===== src/rtl/nn_batch_sequencer.sv =====
// Batch sequencer for NN inference over images stored back-to-back in SRAM.
// Drives the NN start/done handshake, offsets SRAM addresses and keeps results.
module nn_batch_sequencer #(
  parameter int          NUM_IMAGES = 4,
  parameter int          IMG_WORDS  = 392,
  parameter logic [19:0] BASE_ADDR  = 20'h0,
  parameter int          LADDR_W    = 16,
  parameter int          PRED_W     = 4,
  parameter int          DEBOUNCE   = 16,
  localparam int         IDX_W      = $clog2(NUM_IMAGES) + 1
) (
  input  logic               CLK,
  input  logic               RESET_N,
  input  logic               STEP_N,
  input  logic               AUTO,
  output logic               NN_START,
  input  logic               NN_DONE,
  input  logic [PRED_W-1:0]  PREDICTION,
  input  logic [LADDR_W-1:0] NN_ADDR,
  output logic [19:0]        SRAM_ADDR,
  output logic [IDX_W-1:0]   IMG_IDX,
  input  logic [IDX_W-1:0]   RD_IDX,
  output logic [PRED_W-1:0]  RD_PRED,
  output logic               BUSY,
  output logic               ALL_DONE
);

  localparam int CNT_W = $clog2(DEBOUNCE + 1);
  localparam logic [CNT_W-1:0] CNT_LAST = CNT_W'(DEBOUNCE - 1);
  localparam logic [IDX_W-1:0] IDX_LAST = IDX_W'(NUM_IMAGES - 1);
  localparam logic [19:0] IMG_STEP = 20'(IMG_WORDS);

  typedef enum logic [2:0] {
    S_IDLE, S_ARMED, S_RUN, S_GAP, S_DONE
  } state_e;

  state_e state_q, state_d;
  logic   s1_q, s2_q;
  logic   fired_q;
  logic   [CNT_W-1:0] cnt_q;
  logic   press;
  logic   mode_q, mode_d;
  logic   start_q, start_d;
  logic   [IDX_W-1:0] idx_q, idx_d;
  logic   [19:0] base_q, base_d;
  logic   wr_en, clr;
  logic   [PRED_W-1:0] res_q [NUM_IMAGES];

  // One press per low period, only after DEBOUNCE stable-low cycles.
  assign press = !s2_q && !fired_q && (cnt_q == CNT_LAST);

  // Synchronise the button and count how long it has been held low.
  always_ff @(posedge CLK or negedge RESET_N) begin
    if (!RESET_N) begin
      s1_q    <= 1'b1;
      s2_q    <= 1'b1;
      cnt_q   <= '0;
      fired_q <= 1'b0;
    end else begin
      s1_q <= STEP_N;
      s2_q <= s1_q;
      if (s2_q) begin
        cnt_q   <= '0;
        fired_q <= 1'b0;
      end else if (!fired_q) begin
        if (press) fired_q <= 1'b1;
        else       cnt_q   <= cnt_q + CNT_W'(1);
      end
    end
  end

  // Sequencer state and per-image bookkeeping registers.
  always_ff @(posedge CLK or negedge RESET_N) begin
    if (!RESET_N) begin
      state_q <= S_IDLE;
      mode_q  <= 1'b0;
      start_q <= 1'b0;
      idx_q   <= '0;
      base_q  <= BASE_ADDR;
    end else begin
      state_q <= state_d;
      mode_q  <= mode_d;
      start_q <= start_d;
      idx_q   <= idx_d;
      base_q  <= base_d;
    end
  end

  // Next-state decode; NN_START is registered so it rises after RUN entry.
  always_comb begin
    state_d = state_q;
    mode_d  = mode_q;
    idx_d   = idx_q;
    base_d  = base_q;
    start_d = 1'b0;
    wr_en   = 1'b0;
    clr     = 1'b0;
    unique case (state_q)
      S_IDLE: begin
        if (press) begin
          mode_d  = AUTO;
          idx_d   = '0;
          base_d  = BASE_ADDR;
          clr     = 1'b1;
          state_d = S_ARMED;
        end
      end
      S_ARMED: begin
        if (press || mode_q) state_d = S_RUN;
      end
      S_RUN: begin
        if (NN_DONE) begin
          wr_en   = 1'b1;
          state_d = S_GAP;
        end else begin
          start_d = 1'b1;
        end
      end
      S_GAP: begin
        if (idx_q == IDX_LAST) begin
          state_d = S_DONE;
        end else begin
          idx_d   = idx_q + IDX_W'(1);
          base_d  = base_q + IMG_STEP;
          state_d = mode_q ? S_RUN : S_ARMED;
        end
      end
      S_DONE: begin
        if (press) state_d = S_IDLE;
      end
      default: state_d = S_IDLE;
    endcase
  end

  // Results buffer: cleared when a new batch is armed, written on NN_DONE.
  always_ff @(posedge CLK or negedge RESET_N) begin
    if (!RESET_N) begin
      for (int i = 0; i < NUM_IMAGES; i++) res_q[i] <= '0;
    end else if (clr) begin
      for (int i = 0; i < NUM_IMAGES; i++) res_q[i] <= '0;
    end else if (wr_en) begin
      for (int i = 0; i < NUM_IMAGES; i++)
        if (idx_q == IDX_W'(i)) res_q[i] <= PREDICTION;
    end
  end

  // Read port; out-of-range indices return zero.
  always_comb begin
    RD_PRED = '0;
    for (int i = 0; i < NUM_IMAGES; i++)
      if (RD_IDX == IDX_W'(i)) RD_PRED = res_q[i];
  end

  assign SRAM_ADDR = base_q + 20'(NN_ADDR);
  assign NN_START  = start_q;
  assign IMG_IDX   = idx_q;
  assign BUSY      = (state_q == S_RUN) || (state_q == S_GAP);
  assign ALL_DONE  = (state_q == S_DONE);

endmodule


===== config.mk =====
export PLATFORM = sky130hd
export DESIGN_NAME = nn_batch_sequencer
export DESIGN_NICKNAME = d
export VERILOG_FILES = /design/src/rtl/nn_batch_sequencer.sv
export SDC_FILE = /design/constraint.sdc
export NUM_CORES = 1
export LEC_CHECK = 0
export ABC_AREA = 1
export BUFFER_PORTS_ARGS = -buffer_cell sky130_fd_sc_hd__buf_4
export CAP_MARGIN = 20
export CORE_MARGIN = 2
export CORE_UTILIZATION = 57
export CTS_CLUSTER_SIZE = 16
export DETAILED_ROUTE_END_ITERATION = 8
export PLACE_DENSITY = 0.8
export SETUP_SLACK_MARGIN = 0.15
export SLEW_MARGIN = 10
export SYNTH_ARGS = -nofsm -noshare
export SYNTH_HDL_FRONTEND = slang
export SYNTH_SLANG_ARGS = --single-unit

===== constraint.sdc =====
create_clock -name CLK -period 2.43 [get_ports CLK]
set_clock_uncertainty 0.2 [all_clocks]
set_input_delay 0.486 -clock CLK [delete_from_list [all_inputs] [get_ports CLK]]
set_output_delay 0.486 -clock CLK [all_outputs]
set_load 0.02 [all_outputs]

==> impl_metrics.yaml <==
worst_setup_path:
  path_cells: "ha_4, nand2_4, nor2_4, nand2_2, nand2_2, buf_4, xor2_2, buf_6"
  reg2reg_from: "base_q[4]"
  slowest_stage: "dfrtp_1"
  crit_path_frequent_cell: "nand2_2"
  critical_path.startpoint: "base_q[9]"
  max_stage_delay_ps: 440
  cp_max_fo: 4
  worstRegToRegCells: 9
  cp.arrival_ps: 1930
  ff2ff_setup_slack_ps: 230
  startpoint_type: "flop"
  required_ps: 1740
  worst-path-buf-inv: 2
  setup.worst_path.class: "reg -> out"
  reg2reg_to: "base_q[15]"
  critPathCaptureType: "primary output"
  crit_family: "flip-flops"
clock_network:
  clock-sinks: 49
  clockBufferDepth: 2
  postCtsHoldBufs: 0
  clkLatencyLatePin_ps: 310
  htreeDepth: 2
  cts_root_buffer: "clkbuf_8"
  clk_pin_slew_worst_paths_ps: 90
  cts_tree: "done"
  cts_buffers: 5
routing:
  viasPerCell: 5.74
  via_count: 4020
  first_pass_iters: 5
  ant_nets: 0
  drc: 0
  wl_um: 11600
  wl_per_cell_um: 16.6
  drt_iter0_drc: 430
power:
  comb_power_share_pct: 66.2
  ir_worst_vdd_v: 0.00100
  power_uw: 5020
  power.share.switching_pct: 47.4
  pwr_density_cell_nw_per_um2: 999
  p_leak_uw: 0.00264
  p_clk_share_pct: 10.0
  power.share.sequential_pct: 23.8
  switching_power_uw: 2380
  power.internal_uw: 2640
synthesis:
  synth-seq-cells: 49
  yosys_warnings: 0
  synth_top_area_cell: "dfrtp_1"
  syn_area_per_cell_sq_um: 6.83
  synthTopCellsByCount: "171 x nand2_1, 73 x inv_1, 47 x dfrtp_1, 46 x nor2_1, 36 x nand3_1"
  synthTopCellsByArea: "dfrtp_1 33%, nand2_1 18%, inv_1 7.7%"
  async_reset_ff_share_pct: 100
  synth.cell_area_sq_um: 3560
  synth.most_common_cell: "nand2_1"
  syn_inst: 521
  synth_flop_cell: "dfrtp_1"
  synth_fp_nets: 570
  synth.top_cell.area_share_pct: 33.1
  yosysSeqAreaShare_pct: 34.6
  synth_edf_count: 0
  synth.distinct_cells: 33
grt:
  grt_max_degree: 50
  grt_pass1_wl_um: 16400
  grt_pass1_vias: 3625
  grt_overflow: 0
  grtUsageTotal_pct: 28.7
  antenna_found_initial: 0
sta:
  worst_pin_slew_ps: 632
  fin_ws_ps: -188
  slew-limit-headroom_pct: 57.9
  final-max-slew-violation-count: 0
  hold-worst-slack_ps: -15.6
  fin_crit_sh_pct: 108
  period_needed_ps: 2620
  max_clock_freq_ghz: 0.382
  report.final.hold_viol_count: 12
  rsz0062_at_grt: "true"
  setup_viol: 13
placement:
  gp_congestion: 0.921
  placed_area_sq_um: 4260
  dpl.hpwl_um: 6710
  portBuffers: 51
floorplan:
  fp-row-count: 28
  core-area_sq_um: 5990
  ios: 58
  initial_core_util_pct: 59.4
  dieHeight_um: 83.0
  die_w_um: 83.0
  die_area_sq_um: 6890
final_layout:
  design_area_sq_um: 5030
  layout.nets: 673
  area_growth_pct: 41.3
  diodes: 0
  drive_gt1_share_pct: 37.8
min_path:
  hold_class: "in -> async"
status:
  violations: "hold timing, setup timing"
  outcome: "finished, violations left"
run:
  maxCapViolations: 0
-- routing by layer --
metal	routed length [um]	global-route usage (%)	part of all wire, %
met1	4450	36.1	38
met4	503	12.1	4.3
met5	0	0	0
met2	5760	48.6	50
met3	913	5.07	7.9
-- cell usage in the layout (no fill, tap or decap), types with 2 or more instances in the layout --
cell type	n
nor2_4	8
xor2_2	4
a31oi_1	2
o21ai_1	11
nor2_1	36
a21oi_1	6
nor2_2	8
dfrtp_1	45
nand2_4	13
nand2_1	131
nand3_2	4
nor3_4	2
clkbuf_1	2
o22ai_1	3
buf_4	86
dfstp_2	2
a21oi_4	4
inv_1	64
dfrtp_2	2
buf_6	16
nand2_2	35
ha_1	8
ha_4	12
a21oi_2	14
nor3_1	5
nand4_1	12
o21ai_0	20
nand3_1	34
o2111ai_1	2
inv_4	3
inv_2	13
clkbuf_8	6
xor2_1	4
-- what timing repair did --
action,4_1_cts,5_1_grt
pin swaps,31,37
buffers inserted,6,10
gates cloned,1,1
gates resized for setup,72,61
endpoints found under the setup margin,26,43
-- stage by stage --
stage	cells	setup WS, ps	util, %	setup TNS [ps]	hold WS [ps]
after floorplan	521	148	-	0	-9.59
after global placement	674	-128	71.1	-711	146
after detailed placement	674	-124	71.1	-1000	151
after CTS	689	-98.4	79.2	-776	9.39
after global routing	700	-226	83.9	-2470	37.3
final	700	-188	83.9	-1680	-15.6
-- state kept, by name (all words and copies together) (netlist names) --
| register | flops |
|---|---|
| cnt_q | 5 |
| s2_q | 1 |
| base_q | 17 |
| mode_q | 1 |
| IMG_IDX | 3 |
| s1_q | 1 |
| res_q | 16 |
| fired_q | 1 |
| state_q | 3 |
| NN_START | 1 |
-- power by group through the flow --
stage	clock [uW]	sequential (uW)	combinational, uW
after floorplan	0	1190	1480
after global placement	0	1170	2270
after detailed placement	0	1180	2330
after CTS	500	1180	2750
after global routing	540	1210	3510
final	504	1190	3320
-- cell type report --
type / instances / area [sq um]
Sequential cell: 49 / 1230
Clock buffer: 8 / 90.1
Fill cell: 341 / 965
Multi-Input combinational cell: 385 / 2470
Timing Repair Buffer: 102 / 826
Inverter: 81 / 312
Tap cell: 75 / 93.8
-- logic make-up (layout without fill, tap and decap cells) --
| group | count (synthesis) | after routing | share of synthesized area, % |
|---|---|---|---|
| AO/OA/AOI/OAI | 66 | 66 | 11.2 |
| XOR/XNOR | 8 | 8 | 1.97 |
| adder cells (fa/ha/maj) | 21 | 21 | 7.39 |
| buffers and inverters | 89 | 191 | 10.2 |
| flip-flops | 49 | 49 | 34.6 |
| AND/OR/NAND/NOR | 288 | 290 | 34.7 |
-- how the worst max path moves through the flow --
| stage | endpoint | slack, ps | cells after the start |
|---|---|---|---|
| finish | SRAM_ADDR[10] | -190 | 8 |
| global route | SRAM_ADDR[9] | -230 | 10 |
| CTS | SRAM_ADDR[11] | -100 | 10 |
| detailed placement | SRAM_ADDR[18] | -120 | 11 |
| global placement | SRAM_ADDR[18] | -130 | 11 |
| floorplan | SRAM_ADDR[17] | 150 | 8 |
No activity file was read; power rests on OpenSTA's default activity.
